**config.mk**
```make
export PLATFORM = sky130hd
export DESIGN_NAME = mem_arbiter
export DESIGN_NICKNAME = d
export VERILOG_FILES = /design/src/rtl/mem_arb_pkg.sv /design/src/rtl/mem_arb_pick.sv /design/src/rtl/mem_arbiter.sv
export SDC_FILE = /design/constraint.sdc
export NUM_CORES = 1
export LEC_CHECK = 0
export ABC_AREA = 1
export CAP_MARGIN = 0
export CORE_MARGIN = 1.5
export CORE_UTILIZATION = 60
export DETAILED_ROUTE_END_ITERATION = 10
export DONT_BUFFER_PORTS = 1
export PLACE_DENSITY_LB_ADDON = 0.12
export SETUP_SLACK_MARGIN = 0.15
export SYNTH_ARGS = -nofsm -noshare
export SYNTH_HDL_FRONTEND = slang
export SYNTH_HIERARCHICAL = 1
export SYNTH_SLANG_ARGS = --single-unit
```
**constraint.sdc**
```tcl
create_clock -name clk -period 3.4 [get_ports clk]
set_input_delay 0.68 -clock clk [delete_from_list [all_inputs] [get_ports clk]]
set_output_delay 0.68 -clock clk [all_outputs]
set_load 0.05 [all_outputs]
```
**src/rtl/mem_arb_pkg.sv**
```systemverilog
// mem_arb_pkg: shared types and constants for the two-port memory arbiter.
package mem_arb_pkg;

  localparam int ADDR_W = 8;
  localparam int DATA_W = 8;

  typedef enum logic {
    PORT_IF = 1'b0,
    PORT_D  = 1'b1
  } port_t;

  typedef struct packed {
    logic              valid;
    port_t             port;
    logic              we;
    logic [ADDR_W-1:0] addr;
    logic [DATA_W-1:0] wdata;
  } stage_t;

endpackage

```
**src/rtl/mem_arb_pick.sv**
```systemverilog
// mem_arb_pick: pure grant logic for the fetch and data ports.
// Build option MEM_ARB_RR_EN selects round-robin on conflicts; the default
// build gives the data port fixed priority.
module mem_arb_pick
  import mem_arb_pkg::*;
(
  input  logic  if_req,
  input  logic  d_req,
  input  port_t rr_last,
  output logic  if_gnt,
  output logic  d_gnt,
  output port_t winner
);

`ifdef MEM_ARB_RR_EN
  // Round-robin: on a conflict the port not granted last conflict wins.
  always_comb begin
    d_gnt  = d_req & (~if_req | (rr_last == PORT_IF));
    if_gnt = if_req & (~d_req | (rr_last == PORT_D));
    winner = d_gnt ? PORT_D : PORT_IF;
  end
`else
  // Pointer has no effect with fixed priority.
  logic unused_rr_last;
  assign unused_rr_last = rr_last;

  // Fixed priority: the data port wins every conflict.
  always_comb begin
    d_gnt  = d_req;
    if_gnt = if_req & ~d_req;
    winner = d_gnt ? PORT_D : PORT_IF;
  end
`endif

endmodule

```
**src/rtl/mem_arbiter.sv**
```systemverilog
// mem_arbiter: merges instruction fetch and data load/store requests onto
// the single port of a 256x8 memory, one access per cycle, with read data
// returned to the requesting port two edges after acceptance.
// Build option MEM_ARB_RR_EN enables round-robin conflict arbitration.
module mem_arbiter
  import mem_arb_pkg::*;
(
  input  logic              clk,
  input  logic              rst_n,
  input  logic              if_req,
  input  logic [ADDR_W-1:0] if_addr,
  output logic              if_gnt,
  output logic              if_rvalid,
  output logic [DATA_W-1:0] if_rdata,
  input  logic              d_req,
  input  logic              d_we,
  input  logic [ADDR_W-1:0] d_addr,
  input  logic [DATA_W-1:0] d_wdata,
  output logic              d_gnt,
  output logic              d_rvalid,
  output logic [DATA_W-1:0] d_rdata,
  output logic              mem_we,
  output logic [ADDR_W-1:0] mem_addr,
  output logic [DATA_W-1:0] mem_in,
  input  logic [DATA_W-1:0] mem_out
);

  stage_t            stg;
  port_t             rr_last;
  port_t             winner;
  logic              if_req_en;
  logic              d_req_en;
  logic              accept;
  logic              conflict;
  logic [DATA_W-1:0] ret_data;

  // Requests are masked while in reset so no grant is issued.
  assign if_req_en = if_req & rst_n;
  assign d_req_en  = d_req & rst_n;
  assign conflict  = if_req_en & d_req_en;
  assign accept    = if_gnt | d_gnt;

  mem_arb_pick u_pick (
    .if_req  (if_req_en),
    .d_req   (d_req_en),
    .rr_last (rr_last),
    .if_gnt  (if_gnt),
    .d_gnt   (d_gnt),
    .winner  (winner)
  );

  // Stage register: capture the granted request; fields hold when idle.
  always_ff @(posedge clk) begin
    if (!rst_n) begin
      stg <= '0;
    end else begin
      stg.valid <= accept;
      if (accept) begin
        stg.port <= winner;
        stg.we   <= (winner == PORT_D) && d_we;
        stg.addr <= (winner == PORT_D) ? d_addr : if_addr;
        if (winner == PORT_D) begin
          stg.wdata <= d_wdata;
        end
      end
    end
  end

  // Memory is driven straight from the stage; reset kills a pending store.
  assign mem_we   = stg.valid & stg.we & rst_n;
  assign mem_addr = stg.addr;
  assign mem_in   = stg.wdata;

  // Return register: latch read data and pulse the owning port's rvalid.
  always_ff @(posedge clk) begin
    if (!rst_n) begin
      ret_data  <= '0;
      if_rvalid <= 1'b0;
      d_rvalid  <= 1'b0;
    end else begin
      if_rvalid <= stg.valid & ~stg.we & (stg.port == PORT_IF);
      d_rvalid  <= stg.valid & ~stg.we & (stg.port == PORT_D);
      if (stg.valid && !stg.we) begin
        ret_data <= mem_out;
      end
    end
  end

  assign if_rdata = ret_data;
  assign d_rdata  = ret_data;

  // Conflict pointer: remembers which port won the most recent conflict.
  always_ff @(posedge clk) begin
    if (!rst_n) begin
      rr_last <= PORT_IF;
    end else if (conflict) begin
      rr_last <= winner;
    end
  end

endmodule

```
==> summary.txt, run 1 <==
Floorplanning
  • Die ar.: 2670 um^2
  • Initial core utilization: 63.6%
  • Cell Rows: 17
  • Die Width: 51.7 um
  • Die Ht: 51.7 um
  • IO Pins: 74
  • Core Area: 2230 um^2

Setup path
  • Crit-path max FO: 3
  • Reg2reg setup slack: 2110 ps
  • WP data arrival: 1330 ps
  • Reg2reg start: d_rdata[4]$_SDFFE_PN0P_
  • Worst Setup EP: if_gnt
  • Startpoint Class: primary input
  • Reg2reg end: d_rdata[4]$_SDFFE_PN0P_
  • Worst EP required: 2720 ps
  • Setup crit start: d_req
  • Critical Path End Type: primary output
  • Critical setup path kind: primary input to primary output
  • Reg2Reg Depth: 2

Detailed routing
  • Starting DRT DRC Count: 15
  • Via density: 5.04
  • WL final: 2.41 mm
  • DR DRC count: 0
  • Routed length per instance: 11.6 um
  • Antenna-violating nets left: 0
  • Vias: 1043
  • First drt pass iteration count: 4

Timing
  • Setup TNS: 0 ps
  • RSZ-0062 raised after global routing: false
  • Final period util: 59.1%
  • Fmax: 497 MHz
  • Endpoints failing setup: 0
  • Skew final: 3.89 ps
  • Final Slew Violations: 0
  • Minimum clock period: 2010 ps
  • Slew Limit Headroom: 35.4%
  • Worst slew pin tran: 967 ps
  • Hold Fails Final Rpt: 0

Min path
  • Worst min path class: register to register

Synth
  • Syn Area/Cell: 7.07 um^2
  • Synthesis Warnings: 6
  • Net Count, Synth: 238
  • Post-Syn Instances: 201
  • Synth Cell Area: 1420 um^2

Place
  • HPWL after DPL: 1.74 mm
  • Placed instance area: 1230 um^2
  • RePlAce Congestion: 0.615
  • Port Buffers: 0

Power and ir drop
  • Pleak: 0.000655 uW
  • Net switching power: 264 uW
  • Net Sw Frac: 34.4%
  • Pwr dens: 589 nW/um^2
  • Clock share of power: 30.3%
  • VDD IR-drop max: 0.000340 V
  • Logic gate share of total power: 9.1%
  • Pint: 503 uW
  • Register share of total power: 60.6%

Layout
  • Most frequent cells in the layout: 55 x nand2_1, 33 x nor2_1, 29 x dfxtp_1
  • Final instance area: 1300 um^2
  • Layout cell share with drive strength beyond 1: 10.1%
  • Fin nets: 215
  • Area Growth Syn to Fin: -8.37%
  • Leading cell type in the layout, fill and taps excluded: nand2_1
  • Antenna diodes: 0

Clock tree
  • Skew-Pair Late Insertion Delay: 320 ps
  • Clk slew on worst S/H paths: 80 ps
  • Root Driver: clkbuf_4
  • CTS tree: built
  • Clock sink count: 29
  • Num CTS Buffers: 5
  • Cts hold-fix bufs: 0
  • Post-CTS setup buffer count: 0
  • Post_cts resized: 0
  • Max Root-Sink Buffers: 2
  • H-tree depth: 2

Run status
  • Status: finished clean

Global route
  • Largest net degree at the start of global routing: 32
  • Total global routing overflow: 0
  • Antenna violations before repair: 0
  • Total GRT Usage: 21.1%
  • Vias in the first global route: 1026
  • First-pass GRT wire length: 4.09 mm

Flow run
  • Max Cap Viol: 0
==> how the worst min path moves through the flow <==
| stage | startpoint | cells past startpoint | end |
|---|---|---|---|
| final | stg[17]$_SDFFE_PN0P_ | 1 | if_rvalid$_SDFF_PN0_ |
| after global placement | stg[17]$_SDFFE_PN0P_ | 1 | if_rvalid$_SDFF_PN0_ |
| after CTS | rst_n | 2 | stg[17]$_SDFFE_PN0P_ |
| after detailed placement | stg[17]$_SDFFE_PN0P_ | 1 | if_rvalid$_SDFF_PN0_ |
| after global routing | rst_n | 2 | mem_in[2]$_SDFFE_PN0P_ |
| after floorplan | stg[17]$_SDFFE_PN0P_ | 1 | if_rvalid$_SDFF_PN0_ |
==> flip-flops by register name, indices dropped and copies added (netlist names) <==
register,flops
d_rdata,8
mem_addr,8
mem_in,8
stg,3
d_rvalid,1
if_rvalid,1
==> critical path, cell delays in order <==
cell and delay, ps:
nand2_1 50, inv_1 50, nor2_2 550
==> power groups by stage <==
stage | Clock, uW | Sequential [uW] | Combinational (uW)
after floorplan | 0 | 404 | 161
after global placement | 0 | 473 | 67.6
after global routing | 258 | 468 | 81.7
after detailed placement | 0 | 473 | 70.4
after CTS | 243 | 465 | 70.5
final | 232 | 465 | 69.5
==> metrics by stage <==
stage | setup WS [ps] | util, % | hold WS [ps] | power (uW) | instances
2_1_floorplan | 919 | - | 425 | 565 | 201
5_1_grt | 1380 | 58.3 | 461 | 808 | 207
3_5_place_dp | 1370 | 55.1 | 454 | 544 | 199
4_1_cts | 1390 | 58.3 | 453 | 779 | 207
3_3_place_gp | 1420 | 55.1 | 438 | 540 | 199
6_report | 1390 | 58.3 | 467 | 767 | 207
==> routing by layer <==
layer	vias up	global-route usage, %	wire length [um]
met5	-	0	0
met4	0	12.3	42
met3	7	7.18	204
met2	49	38.7	1210
met1	450	20.1	948
li1	537	-	-
==> final cells by class <==
class	instances	area, um^2
fillers	222	932
well taps	28	35.0
clock inverters	1	5.00
repair buffers	2	15.0
inverters	18	70.1
flip-flops and latches	29	581
clock buffers	7	65.1
multi-input cells	122	531
Note: power is estimated with default switching activity, not from simulation.
==> run 2: changes to the inputs <==
==> constraint.sdc (replaced) <==
create_clock -name clk -period 1.95 [get_ports clk]
set_input_delay 0.39 -clock clk [delete_from_list [all_inputs] [get_ports clk]]
set_output_delay 0.39 -clock clk [all_outputs]
set_load 0.05 [all_outputs]
==> summary.txt, run 2 (synthesized netlist as in run 1, its figures left out) <==
Run status
  • Status: finished clean (unchanged)

Detailed routing
  • Via density: 4.95 (was 5.04)
  • Starting DRT DRC Count: 9 (was 15)
  • Vias: 1075 (was 1043)
  • Antenna-violating nets left: 0 (unchanged)
  • DR DRC count: 0 (unchanged)
  • Max layer used: met4 (unchanged)
  • Met3 wire len: 239 um (was 204 um)
  • First drt pass iteration count: 3 (was 4)
  • WL final: 2.47 mm (was 2.41 mm)
  • M1 wire length: 1.03 mm (was 948 um)
  • WL met2: 1.14 mm (was 1.21 mm)
  • Routed length per instance: 11.4 um (was 11.6 um)

Power and ir drop
  • Pleak: 0.000707 uW (was 0.000655 uW)
  • Pwr dens: 987 nW/um^2 (was 589 nW/um^2)
  • VDD IR-drop max: 0.000668 V (was 0.000340 V)

Timing
  • RSZ-0062 raised after global routing: false (unchanged)
  • Slew Limit Headroom: 65.6% (was 35.4%)
  • Final period util: 76.6%
  • Fmax: 669 MHz
  • Hold Fails Final Rpt: 0 (unchanged)
  • Minimum clock period: 1490 ps
  • Setup TNS: 0 ps (unchanged)
  • Endpoints failing setup: 0 (unchanged)
  • Final hold slack: 176 ps (was 467 ps)
  • Worst slew pin tran: 515 ps (was 967 ps)
  • Final Slew Violations: 0 (unchanged)
  • Skew final: 1.67 ps (was 3.89 ps)

Place
  • HPWL after DPL: 1.79 mm (was 1.74 mm)
  • Port Buffers: 0 (unchanged)
  • RePlAce Congestion: 0.665 (was 0.615)

Global route
  • Antenna violations before repair: 0 (unchanged)
  • First-pass GRT wire length: 4.04 mm (was 4.09 mm)
  • Vias in the first global route: 979 (was 1026)
  • Total global routing overflow: 0 (unchanged)
  • Largest net degree at the start of global routing: 32 (unchanged)
  • Total GRT Usage: 20.8% (was 21.1%)

Floorplanning
  • Die ar.: 2670 um^2 (unchanged)
  • Die Width: 51.7 um (unchanged)
  • Die Ht: 51.7 um (unchanged)
  • Initial core utilization: 63.6% (unchanged)
  • Cell Rows: 17 (unchanged)
  • IO Pins: 74 (unchanged)
  • Core Area: 2230 um^2 (unchanged)

Clock tree
  • Root Driver: clkbuf_4 (unchanged)
  • Post-CTS setup buffer count: 0 (unchanged)
  • Cts hold-fix bufs: 0 (unchanged)
  • H-tree depth: 2 (unchanged)
  • Max Root-Sink Buffers: 2 (unchanged)
  • Clock sink count: 29 (unchanged)
  • Clk slew on worst S/H paths: 90 ps (was 80 ps)
  • CTS tree: built (unchanged)
  • Num CTS Buffers: 5 (unchanged)
  • Post_cts resized: 0 (unchanged)
  • Skew-Pair Late Insertion Delay: 320 ps (about the same)

Layout
  • Most frequent cells in the layout: 55 x nand2_1, 33 x nor2_1, 29 x dfxtp_1 (unchanged)
  • Area Growth Syn to Fin: -2.73% (was -8.37%)
  • Reg area: 581 um^2 (unchanged)
  • Layout cell share with drive strength beyond 1: 15.3% (was 10.1%)
  • Number of fillers in the final layout: 218 (was 222)
  • Multi-input logic area: 536 um^2 (was 531 um^2)
  • Antenna diodes: 0 (unchanged)
  • Leading cell type in the layout, fill and taps excluded: nand2_1 (unchanged)
  • Fin nets: 225 (was 215)

Setup path
  • WP data arrival: 1100 ps (was 1330 ps)
  • Critical setup path kind: register to primary output (was primary input to primary output)
  • Worst EP required: 1560 ps (was 2720 ps)
  • Largest delay share family, worst path: flip-flops (was simple AND/OR/NAND/NOR gates)
  • CP max-delay cell: dfxtp_1 (was nor2_2)
  • CP bufs+invs: 2 (was 1)
  • Crit-path max FO: 2 (was 3)
  • Critical-path cell list: inv_1 > nor3_2 > buf_4 (was nand2_1 > inv_1 > nor2_2)
  • Startpoint Class: register (was primary input)
  • Slowest stage delay, CP: 340 ps (was 550 ps)
  • Critical Path End Type: primary output (unchanged)

Flow run
  • Max Cap Viol: 0 (unchanged)

Min path
  • Worst min path class: primary input to register (was register to register)
-- run 2: changes by cell type in the layout (fill, tap and decap cells not counted) --
| cell | before | now |
|---|---|---|
| nor3_2 | 0 | 1 |
| nor3_1 | 2 | 1 |
| buf_4 | 2 | 12 |
-- run 2: per-stage QoR --
stage	total power, uW	setup WS (ps)	util [%]	std cells	area [um^2]
after floorplan	985	273	-	201	1430
after global placement	964	519	58.7	209	1310
after detailed placement	970	494	58.7	209	1310
after CTS	1380	438	61.8	217	1380
final	1360	456	61.8	217	1380
after global routing	1430	392	61.8	217	1380
-- run 2: cell type report --
cell class	instances	area share, %
Multi-Input combinational cell	122	38.8
Inverter	18	5.07
Clock inverter	1	0.362
Timing Repair Buffer	12	6.52
Clock buffer	7	4.71
Sequential cell	29	42.0
Tap cell	28	2.54
-- run 2: per-layer routing --
layer | GRT usage, % | vias to the layer above
met2 | 32.5 | 46
li1 | - | 568
met4 | 16.7 | 0
met3 | 8.91 | 11
met5 | 0 | -
met1 | 21.6 | 450
-- run 2: where the power goes --
| group | internal (uW) | total, uW | switching, uW |
|---|---|---|---|
| Sequential | 628 | 720 | 92.4 |
| Clock | 209 | 409 | 201 |
| Combinational | 57.7 | 233 | 175 |
-- run 2: path summary, 6_finish.rpt --
path / startpoint / end / slack [ps] / cells after the start
hold / removal: rst_n / mem_in[2]$_SDFFE_PN0P_ / 180 / 2
setup reg to reg: stg[16]$_SDFFE_PN0P_ / d_rdata[1]$_SDFFE_PN0P_ / 990 / 5
hold reg to reg: stg[17]$_SDFFE_PN0P_ / if_rvalid$_SDFF_PN0_ / 470 / 1
setup / recovery: stg[16]$_SDFFE_PN0P_ / mem_we / 460 / 3
-- run 2: worst reg2reg max path, delay by kind of cell (launching register included) --
kind	cells	cell delay [ps]
DFF	1	340
and+or+nand+nor	3	340
buffers and inverters	2	190
==> run 3: changes to the inputs <==
==> constraint.sdc (replaced) <==
create_clock -name clk -period 1.41 [get_ports clk]
set_input_delay 0.282 -clock clk [delete_from_list [all_inputs] [get_ports clk]]
set_output_delay 0.282 -clock clk [all_outputs]
set_load 0.05 [all_outputs]
==> summary.txt, run 3 (synthesized netlist as in run 1, its figures left out) <==
Setup path
  • Worst Setup EP: mem_we (unchanged)
  • Slowest stage delay, CP: 340 ps (about the same)
  • Worst EP required: 1130 ps (was 1560 ps)
  • CP max-delay cell: dfxtp_2 (was dfxtp_1)
  • Startpoint Class: register (unchanged)
  • Critical Path End Type: primary output (unchanged)
  • Critical setup path kind: register to primary output (unchanged)
  • Reg2Reg Depth: 5 (unchanged)
  • Crit path depth: 3 (unchanged)
  • Critical-path cell list: inv_2 > nor3_4 > buf_6 (was inv_1 > nor3_2 > buf_4)
  • Reg2reg setup slack: 410 ps (was 990 ps)
  • Setup crit start: stg[16]$_SDFFE_PN0P_ (unchanged)
  • WP data arrival: 1060 ps (was 1100 ps)
  • Reg2reg end: d_rdata[5]$_SDFFE_PN0P_ (was d_rdata[1]$_SDFFE_PN0P_)
  • Largest delay share family, worst path: flip-flops (unchanged)
  • Reg2reg start: stg[18]$_SDFF_PN0_ (was stg[16]$_SDFFE_PN0P_)
  • CP bufs+invs: 2 (unchanged)
  • Crit-path max FO: 2 (unchanged)

Timing
  • RSZ-0062 raised after global routing: true (was false)
  • Setup TNS: 0 ps (unchanged)
  • Worst slew pin tran: 334 ps (was 515 ps)
  • Skew final: 2.54 ps (was 1.67 ps)
  • Minimum clock period: 1340 ps
  • Endpoints failing setup: 0 (unchanged)
  • Final Slew Violations: 0 (unchanged)
  • Setup ws final: 69.6 ps (was 456 ps)
  • Slew Limit Headroom: 77.7% (was 65.6%)
  • Hold Fails Final Rpt: 0 (unchanged)
  • Fmax: 746 MHz
  • Final period util: 95.1%

Min path
  • Hold depth: 2 (unchanged)
  • Worst min path class: primary input to register (unchanged)

Global route
  • First-pass GRT wire length: 4.16 mm (was 4.04 mm)
  • Vias in the first global route: 975 (was 979)
  • Total GRT Usage: 21.4% (was 20.8%)
  • Largest net degree at the start of global routing: 32 (unchanged)
  • Antenna violations before repair: 0 (unchanged)
  • Total global routing overflow: 0 (unchanged)

Clock tree
  • CTS tree: built (unchanged)
  • Skew-Pair Late Insertion Delay: 320 ps (about the same)
  • Num CTS Buffers: 5 (unchanged)
  • H-tree depth: 2 (unchanged)
  • Max Root-Sink Buffers: 2 (unchanged)
  • Clk slew on worst S/H paths: 80 ps (was 90 ps)
  • Clock sink count: 29 (unchanged)
  • Root Driver: clkbuf_4 (unchanged)

Detailed routing
  • DR DRC count: 0 (unchanged)
  • Vias: 1076 (was 1075)
  • Starting DRT DRC Count: 18 (was 9)
  • WL final: 2.56 mm (was 2.47 mm)
  • First drt pass iteration count: 4 (was 3)
  • Antenna-violating nets left: 0 (unchanged)
  • Via density: 4.89 (was 4.95)
  • Routed length per instance: 11.6 um (was 11.4 um)

Layout
  • Fin nets: 229 (was 225)
  • Antenna diodes: 0 (unchanged)
  • Layout cell share with drive strength beyond 1: 32.8% (was 15.3%)
  • Leading cell type in the layout, fill and taps excluded: nand2_1 (unchanged)
  • Area Growth Syn to Fin: 5.11% (was -2.73%)
  • Number of fillers in the final layout: 209 (was 218)
  • Most frequent cells in the layout: 53 x nand2_1, 33 x nor2_1, 20 x dfxtp_2 (was 55 x nand2_1, 33 x nor2_1, 29 x dfxtp_1)

Place
  • HPWL after DPL: 1.84 mm (was 1.79 mm)
  • Port Buffers: 0 (unchanged)
  • RePlAce Congestion: 0.656 (was 0.665)
  • Dpl ws: 131 ps (was 494 ps)

Power and ir drop
  • VDD IR-drop max: 0.000848 V (was 0.000668 V)
  • Pleak: 0.000743 uW (was 0.000707 uW)
  • Power, Total: 1850 uW (was 1360 uW)
  • Pwr dens: 1240 nW/um^2 (was 987 nW/um^2)

Floorplanning
  • Die Ht: 51.7 um (unchanged)
  • Die ar.: 2670 um^2 (unchanged)
  • Initial core utilization: 63.6% (unchanged)
  • Die Width: 51.7 um (unchanged)
  • Core Area: 2230 um^2 (unchanged)
  • Cell Rows: 17 (unchanged)
  • IO Pins: 74 (unchanged)

Run status
  • Status: finished clean (unchanged)

Flow run
  • Max Cap Viol: 0 (unchanged)
==> run 3: cell types whose count changed in the layout (fill, tap and decap cells not counted), sizes merged <==
cell / delta
clkinv: -1
buf: +4
==> run 3: area by class of cell <==
type	count	area, um^2	area share (%)
Sequential cell	29	606	40.6
Clock buffer	7	55.1	3.69
Multi-Input combinational cell	122	577	38.6
Timing Repair Buffer	16	150	10.1
Tap cell	28	35.0	2.35
Inverter	18	70.1	4.69
==> run 3: per-layer routing <==
metal	part of all wire (%)	vias to the layer above	global-route usage [%]
met5	0	-	0
met4	1.3	0	10.1
met3	9.5	4	11.5
met2	48	48	33.5
met1	42	453	23.6
li1	-	571	-
==> run 3: stage by stage <==
| stage | cells | hold slack [ps] | instance area, um^2 | util [%] |
|---|---|---|---|---|
| 5_1_grt | 220 | 50.4 | 1490 | 66.8 |
| 6_report | 220 | 81.7 | 1490 | 66.8 |
| 2_1_floorplan | 201 | 416 | 1470 | - |
| 4_1_cts | 219 | 62.0 | 1450 | 65.0 |
| 3_3_place_gp | 211 | 400 | 1360 | 61.0 |
| 3_5_place_dp | 211 | 406 | 1360 | 61.0 |
==> run 3: worst min path at each step <==
stage / from / end
after floorplan: d_we / stg[16]$_SDFFE_PN0P_
after global placement: rst_n / stg[17]$_SDFFE_PN0P_
after detailed placement: rst_n / stg[17]$_SDFFE_PN0P_
after CTS: rst_n / mem_addr[2]$_SDFFE_PN0P_
after global routing: rst_n / mem_addr[0]$_SDFFE_PN0P_
final: rst_n / mem_addr[2]$_SDFFE_PN0P_
==> run 3: repair_timing <==
action,in CTS,in global routing
cloned,0,0
hold buffers,0,0
hold endpoints to repair,0,0
setup endpoints to repair,18,14
pin swaps,1,1
buffers inserted,1,1
resized for setup,19,12
==> run 3: report_power, final <==
group | switching, uW | internal (uW) | total, uW
Clock | 256 | 235 | 491
Sequential | 134 | 876 | 1010
Combinational | 249 | 99.4 | 349
